`config.mk`:
```
export PLATFORM = sky130hd
export DESIGN_NAME = fp16acc_stream
export DESIGN_NICKNAME = d
export VERILOG_FILES = /design/src/rtl/fp16acc_stream.sv
export SDC_FILE = /design/constraint.sdc
export NUM_CORES = 1
export LEC_CHECK = 0
export BUFFER_PORTS_ARGS = -buffer_cell sky130_fd_sc_hd__buf_2
export CORE_AREA = 2 2 283 145
export CTS_BUF_LIST = sky130_fd_sc_hd__clkbuf_16
export CTS_CLUSTER_DIAMETER = 200
export DETAILED_ROUTE_END_ITERATION = 10
export DIE_AREA = 0 0 285 147
export PLACE_DENSITY = 0.36
export SLEW_MARGIN = 5
export SYNTH_ARGS = -nofsm -noshare
export SYNTH_HDL_FRONTEND = slang
export SYNTH_SLANG_ARGS = --single-unit
```
`constraint.sdc`:
```
create_clock -name clk -period 11.11 [get_ports clk]
set_input_delay 2.222 -clock clk [delete_from_list [all_inputs] [get_ports clk]]
set_output_delay 2.222 -clock clk [all_outputs]
set_load 0.02 [all_outputs]
```
`src/rtl/fp16acc_stream.sv`:
```
// ---------------------------------------------------------------------------
// fp16acc_stream
//   Sequential FP16 reduction stage. Elements arrive one at a time on a
//   valid/ready stream. Each one is added into a running accumulator through
//   a pipelined FP16 adder. The adder rounds toward zero, flushes denormal
//   inputs and outputs to zero, and follows the IEEE special cases.
//   One sum is emitted per packet. Packets are delimited by i_last.
//
//   Optional feature macro: FP16ACC_FLAGS_EN
//     defined   : o_flags = {nan_seen, inf_seen}. The flags are sticky over the
//                 packet's accumulator updates and are presented with o_sum.
//     undefined : o_flags is tied to 2'b00.
//
//   Ports
//     clk      in   rising-edge clock
//     rst_n    in   asynchronous active-low reset
//     i_vld    in   input element valid
//     o_rdy    out  block can accept an element (ACCEPT state)
//     i_data   in   FP16 element
//     i_last   in   last element of packet, qualified by i_vld
//     o_vld    out  packet sum valid
//     i_rdy    in   downstream accepts the sum
//     o_sum    out  FP16 packet sum
//     o_count  out  element count of the packet, saturating
//     o_flags  out  {nan_seen, inf_seen}
// ---------------------------------------------------------------------------

// fp16add_pipe: combinational FP16 add followed by LATENCY output registers.
// The pipeline has no reset. The consumer must ignore results until fresh
// operands have had LATENCY edges to propagate.
//   i_a, i_b : FP16 operands
//   o_res    : FP16 sum, LATENCY edges after the operands change
module fp16add_pipe #(
    parameter int LATENCY = 1
) (
    input  logic        clk,
    input  logic [15:0] i_a,
    input  logic [15:0] i_b,
    output logic [15:0] o_res
);
    logic        sa, sb, sx, swap, eff_sub;
    logic [4:0]  ea, eb, ex, dexp;
    logic [9:0]  fa, fb;
    logic [3:0]  dcap, msb, shift;
    logic [13:0] mx, aly, norm;
    logic [27:0] shx;
    logic [14:0] sum;
    logic [9:0]  frac;
    logic [6:0]  exp_w;
    logic        a_zero, b_zero, a_inf, b_inf, a_nan, b_nan;
    logic [15:0] res_c;

    assign {sa, ea, fa} = i_a;
    assign {sb, eb, fb} = i_b;
    // Denormals are treated as zero.
    assign a_zero = (ea == 5'd0);
    assign b_zero = (eb == 5'd0);
    assign a_inf  = (ea == 5'h1F) && (fa == 10'd0);
    assign b_inf  = (eb == 5'h1F) && (fb == 10'd0);
    assign a_nan  = (ea == 5'h1F) && (fa != 10'd0);
    assign b_nan  = (eb == 5'h1F) && (fb != 10'd0);

    always_comb begin
        swap    = ({eb, fb} > {ea, fa});
        sx      = swap ? sb : sa;
        ex      = swap ? eb : ea;
        mx      = {1'b1, (swap ? fb : fa), 3'b000};
        dexp    = swap ? (eb - ea) : (ea - eb);
        // Shifting by 14 or more moves the whole smaller mantissa into the sticky bits.
        dcap    = (dexp > 5'd14) ? 4'd14 : dexp[3:0];
        shx     = {1'b1, (swap ? fa : fb), 3'b000, 14'd0} >> dcap;
        aly     = {shx[27:15], shx[14] | (|shx[13:0])};
        eff_sub = sa ^ sb;
        sum     = eff_sub ? ({1'b0, mx} - {1'b0, aly}) : ({1'b0, mx} + {1'b0, aly});

        msb = 4'd0;
        for (int i = 0; i < 14; i++) begin
            if (sum[i]) msb = 4'(i);
        end
        shift = 4'd13 - msb;
        norm  = sum[13:0] << shift;

        if (sum[14]) begin
            // Carry out: renormalise right by one and truncate (round toward zero).
            frac  = sum[13:4];
            exp_w = {2'b00, ex} + 7'd1;
        end else begin
            frac  = norm[12:3];
            exp_w = {2'b00, ex} - {3'b000, shift};
        end

        if (a_nan || b_nan || (a_inf && b_inf && (sa != sb))) begin
            res_c = 16'h7E00;
        end else if (a_inf) begin
            res_c = {sa, 15'h7C00};
        end else if (b_inf) begin
            res_c = {sb, 15'h7C00};
        end else if (a_zero && b_zero) begin
            res_c = {sa & sb, 15'd0};
        end else if (a_zero) begin
            res_c = i_b;
        end else if (b_zero) begin
            res_c = i_a;
        end else if (sum == 15'd0) begin
            res_c = 16'h0000;
        end else if (exp_w[6] || (exp_w == 7'd0)) begin
            res_c = {sx, 15'd0};                 // underflow flushes to signed zero
        end else if (exp_w >= 7'd31) begin
            res_c = {sx, 5'h1F, 10'd0};          // overflow saturates to infinity
        end else begin
            res_c = {sx, exp_w[4:0], frac};
        end
    end

    genvar gi;
    generate
        for (gi = 0; gi < LATENCY; gi++) begin : g_stage
            logic [15:0] stage_q;
            if (gi == 0) begin : g_first
                always_ff @(posedge clk) stage_q <= res_c;
            end else begin : g_next
                always_ff @(posedge clk) stage_q <= g_stage[gi-1].stage_q;
            end
        end
    endgenerate

    assign o_res = g_stage[LATENCY-1].stage_q;
endmodule

module fp16acc_stream #(
    parameter int ADD_LATENCY = 1,
    parameter int COUNT_WIDTH = 8
) (
    input  logic                   clk,
    input  logic                   rst_n,
    input  logic                   i_vld,
    output logic                   o_rdy,
    input  logic [15:0]            i_data,
    input  logic                   i_last,
    output logic                   o_vld,
    input  logic                   i_rdy,
    output logic [15:0]            o_sum,
    output logic [COUNT_WIDTH-1:0] o_count,
    output logic [1:0]             o_flags
);
    typedef enum logic [1:0] {S_ACCEPT, S_WAIT, S_OUT} state_t;

    localparam logic [2:0] LAT3 = 3'(ADD_LATENCY);

    state_t                 state_q, state_d;
    logic [15:0]            acc_q, acc_d, op_a_q, op_a_d, op_b_q, op_b_d;
    logic [15:0]            sum_q, sum_d;
    logic [COUNT_WIDTH-1:0] cnt_q, cnt_d, count_q, count_d;
    logic [2:0]             wcnt_q, wcnt_d;
    logic                   last_q, last_d;
    logic [15:0]            add_res;

    fp16add_pipe #(.LATENCY(ADD_LATENCY)) u_add (
        .clk   (clk),
        .i_a   (op_a_q),
        .i_b   (op_b_q),
        .o_res (add_res)
    );

`ifdef FP16ACC_FLAGS_EN
    logic [1:0] pflags_q, pflags_d, oflags_q, oflags_d;
    logic [1:0] res_flags;
    assign res_flags = {(&add_res[14:10]) && (|add_res[9:0]),
                        (&add_res[14:10]) && (add_res[9:0] == 10'd0)};
    assign o_flags   = oflags_q;
`else
    assign o_flags   = 2'b00;
`endif

    always_comb begin
        state_d = state_q;
        acc_d   = acc_q;
        op_a_d  = op_a_q;
        op_b_d  = op_b_q;
        sum_d   = sum_q;
        cnt_d   = cnt_q;
        count_d = count_q;
        wcnt_d  = wcnt_q;
        last_d  = last_q;
        o_rdy   = 1'b0;
`ifdef FP16ACC_FLAGS_EN
        pflags_d = pflags_q;
        oflags_d = oflags_q;
`endif
        case (state_q)
            S_ACCEPT: begin
                o_rdy = 1'b1;
                if (i_vld) begin
                    op_a_d  = acc_q;
                    op_b_d  = i_data;
                    last_d  = i_last;
                    wcnt_d  = LAT3;
                    cnt_d   = (&cnt_q) ? cnt_q : cnt_q + 1'b1;
                    state_d = S_WAIT;
                end
            end
            S_WAIT: begin
                if (wcnt_q != 3'd0) begin
                    wcnt_d = wcnt_q - 3'd1;
                end else begin
                    // The adder output now reflects the operands captured at accept.
                    acc_d = add_res;
`ifdef FP16ACC_FLAGS_EN
                    pflags_d = pflags_q | res_flags;
`endif
                    if (last_q) begin
                        sum_d   = add_res;
                        count_d = cnt_q;
                        state_d = S_OUT;
`ifdef FP16ACC_FLAGS_EN
                        oflags_d = pflags_q | res_flags;
                        pflags_d = 2'b00;
`endif
                    end else begin
                        state_d = S_ACCEPT;
                    end
                end
            end
            S_OUT: begin
                if (i_rdy) begin
                    acc_d   = 16'h0000;
                    cnt_d   = '0;
                    state_d = S_ACCEPT;
`ifdef FP16ACC_FLAGS_EN
                    oflags_d = 2'b00;
`endif
                end
            end
            default: state_d = S_ACCEPT;
        endcase
    end

    always_ff @(posedge clk or negedge rst_n) begin
        if (!rst_n) begin
            state_q <= S_ACCEPT;
            acc_q   <= 16'h0000;
            op_a_q  <= 16'h0000;
            op_b_q  <= 16'h0000;
            sum_q   <= 16'h0000;
            cnt_q   <= '0;
            count_q <= '0;
            wcnt_q  <= 3'd0;
            last_q  <= 1'b0;
`ifdef FP16ACC_FLAGS_EN
            pflags_q <= 2'b00;
            oflags_q <= 2'b00;
`endif
        end else begin
            state_q <= state_d;
            acc_q   <= acc_d;
            op_a_q  <= op_a_d;
            op_b_q  <= op_b_d;
            sum_q   <= sum_d;
            cnt_q   <= cnt_d;
            count_q <= count_d;
            wcnt_q  <= wcnt_d;
            last_q  <= last_d;
`ifdef FP16ACC_FLAGS_EN
            pflags_q <= pflags_d;
            oflags_q <= oflags_d;
`endif
        end
    end

    assign o_vld   = (state_q == S_OUT);
    assign o_sum   = sum_q;
    assign o_count = count_q;
endmodule

```
==> results.md <==
* Largest family of logic cells by synthesized area: compound AO/OA/AOI/OAI gates
* Max Fclk at 95.4 MHz
* Final net count at 1194
* Post-synthesis compound-gate area fraction at 28.8%
* Post-Syn Area per Cell at 8.40 sq um
* Via density per instance at 5.42
* Distinct cells, synth at 108
* Tcrit/Tclk final at 94.4%
* Largest net degree at the start of global routing at 64
* Number of antenna violations at the first check in global routing at 0
* CTS Sinks at 102
* Status: finished clean
* Worst-margin pin slew at 1.26 ns
* Remaining global-route overflow at 0
* Yosys synthesis warning count at 0
* Worst reg2reg path depth at 39
* Post-synth top area share at 23.9%
* Setup TNS at 0 ns
* Fillers at 4367
* Initial Utilization at 22.7%
* CTS tree: yes
* Total of max-cap violations at 0
* Cell Area, Synth at 0.00900 sq mm
* Met1 wire length at 22500 um
* Detail Route Antenna Nets at 0
* Most frequent cells in the layout: nand2_1 (104), dfrtp_1 (86), o21ai_0 (79)
* Drt wl/cell at 23.4 um
* Drt drc at 0
* Io pins at 49
* Top post-synthesis cells by area: dfrtp_1 (24%), ha_1 (7.0%), mux2_2 (5.4%)
* H-Tree Level Count at 3
* Area of the die at 0.0419 sq mm
* CP Max Fanout at 12
* # rows at 52
* Area Growth Syn to Fin at 15.1%
* Asr flop ratio synth at 84.3%
* Worst-Skew Late Latency at 0.38 ns
* Maximum root-to-sink buffer count at 2
* Buffers on Ports at 46
* Top_reg_cell synth: dfrtp_1
* DR pass1 iterations at 8
* Simple-gate share of the synthesized area at 20.0%
* Post-DP HPWL at 31600 um
* Setup crit end kind: register
* CORE AREA at 0.0397 sq mm
* Antenna cells at 0
* Clk root buf: clkbuf_16
* Hold Crit Class: register to register
* Max_slew headroom at 15.0%
* Max-slew violation count at 0
* Synthesized flop and latch total at 102
* Tot GR Track Use at 18.5%
* RSZ-0062 raised after global routing: false
* Worst EP required at 11.37 ns
* Setup violators final at 0
* Hold Path Depth at 2
* Via count at 9017
* Met3 WL at 3900 um
* Number of DRC markers in iteration 0 at 1075
* Synth Instances at 1071
* Worst Setup Path Type: register to register
* Clock-pin transition on the worst setup and hold timing paths at 0.09 ns
* Highest routed metal layer: met4
* Routed wl met2 at 12300 um
* # hold bufs at CTS at 0
* Inserted Clock Buffers at 9
* Vias in the first global route at 8237
* Post-Synth Adder-Cell Area at 7.84%
* Die width at 285 um
* Clk_skew at 0.0162 ns
* Post-synth EDFFs at 0
* Area leader, netlist: dfrtp_1
* Mux cell area share after synthesis at 8.76%
* Overall routed net length at 38900 um
* Critical Path AT at 10.75 ns
* Layout cell share with drive strength beyond 1 at 18.2%
* Most common cell after layout, fill and taps aside: nand2_1
* Final GP Congestion at 0.927
* Final hold violations at 0
* Max stage delay on crit path at 0.74 ns
* Die H at 147 um
* First-pass GRT wire length at 57500 um
* Post-Synth XOR/XNOR Area at 2.31%
* Sequential area share after synthesis at 27.5%
* Final min period at 10.49 ns
* CP startpoint kind: register
* Critical Path Slowest Stage Cell: nor4_2
## layer usage
metal / vias up / track usage, %
li1: 4140 / -
met2: 431 / 19.7
met5: - / 0
met1: 4426 / 33.1
met4: 0 / 1.94
met3: 20 / 5.48
## stage by stage
stage	worst slack [ns]	util, %	cells	cell area, sq um	hold WS, ns
after floorplan	2.15	-	1072	9000	0.451
after global placement	0.316	25.1	1643	9960	0.466
after detailed placement	0.313	25.1	1643	9960	0.470
after CTS	0.236	25.8	1659	10200	0.472
after global routing	0.00123	26.1	1664	10400	0.507
final	0.623	26.1	1664	10400	0.480
## worst paths after layout
check                                start              to  slack, ns
worst max-delay path            op_a_q[12]  u_add.o_res[1]       0.62
worst min register to register   acc_q[14]      op_a_q[14]       0.48
min in group asynchronous            rst_n      op_b_q[13]       1.74
worst max register to register  op_a_q[12]  u_add.o_res[1]       0.62
max in group asynchronous            rst_n        o_sum[6]       8.17
worst min-delay path             acc_q[14]      op_a_q[14]       0.48
## Yosys cell counts (all sizes together), types with 6 or more instances
cell type / instances
a211o: 6
a211oi: 12
a21o: 11
a21oi: 66
a221o: 6
a221oi: 7
a22o: 23
a22oi: 11
a31oi: 10
a41oi: 6
and2: 10
and3: 10
buf: 23
clkbuf: 27
dfrtp: 86
dfxtp: 16
ha: 50
inv: 54
mux2: 43
mux2i: 30
nand2: 106
nand2b: 7
nand3: 34
nand3b: 6
nand4: 20
nor2: 78
nor3: 32
nor4: 13
o211ai: 20
o21a: 9
o21ai: 85
o21bai: 13
o221ai: 7
o31ai: 8
or2: 8
or3: 12
xnor2: 13
xor2: 9
## sequential cells by signal, summed over array words and instances, names as in the netlist
name,flops
acc_q,16
cnt_q,8
last_q,1
o_count,8
o_sum,16
op_a_q,16
op_b_q,16
state_q,2
u_add.o_res,16
wcnt_q,3
## worst max-delay path, delay by kind of cell, from the launching register on
kind                       cells  cell delay, ns
and+or+nand+nor               17            4.14
AOI/OAI and AO/OA             16            3.91
adders and majority gates      4            1.45
DFF                            1            0.43
muxes                          1            0.33
buffers and inverters          1            0.13
## final cells by class
cell class,instances,area [sq um],share of cell area [%]
inverters,56,210,2.03
well taps,540,676,6.52
repair buffers,86,533,5.15
clock buffers,9,225,2.17
clock inverters,7,57.6,0.556
multi-input cells,864,6180,59.7
flip-flops and latches,102,2470,23.9
## repair_timing
action / 4_1_cts / 5_1_grt
setup endpoints to repair: 0 / 15
resized for setup: 0 / 18
buffers inserted: 0 / 5
## logic make-up (layout without fill, tap and decap cells)
| family | after synthesis | in the layout |
|---|---|---|
| AO/OA/AOI/OAI | 358 | 358 |
| AND/OR/NAND/NOR | 355 | 355 |
| buffers and inverters | 106 | 158 |
| flip-flops | 102 | 102 |
| multiplexers | 73 | 73 |
| adder cells (fa/ha/maj) | 54 | 54 |
| XOR/XNOR | 22 | 22 |
| other | 1 | 2 |
Power is not shown: default switching activity piles up to over one toggle a cycle in this logic, so the estimate is an artifact.
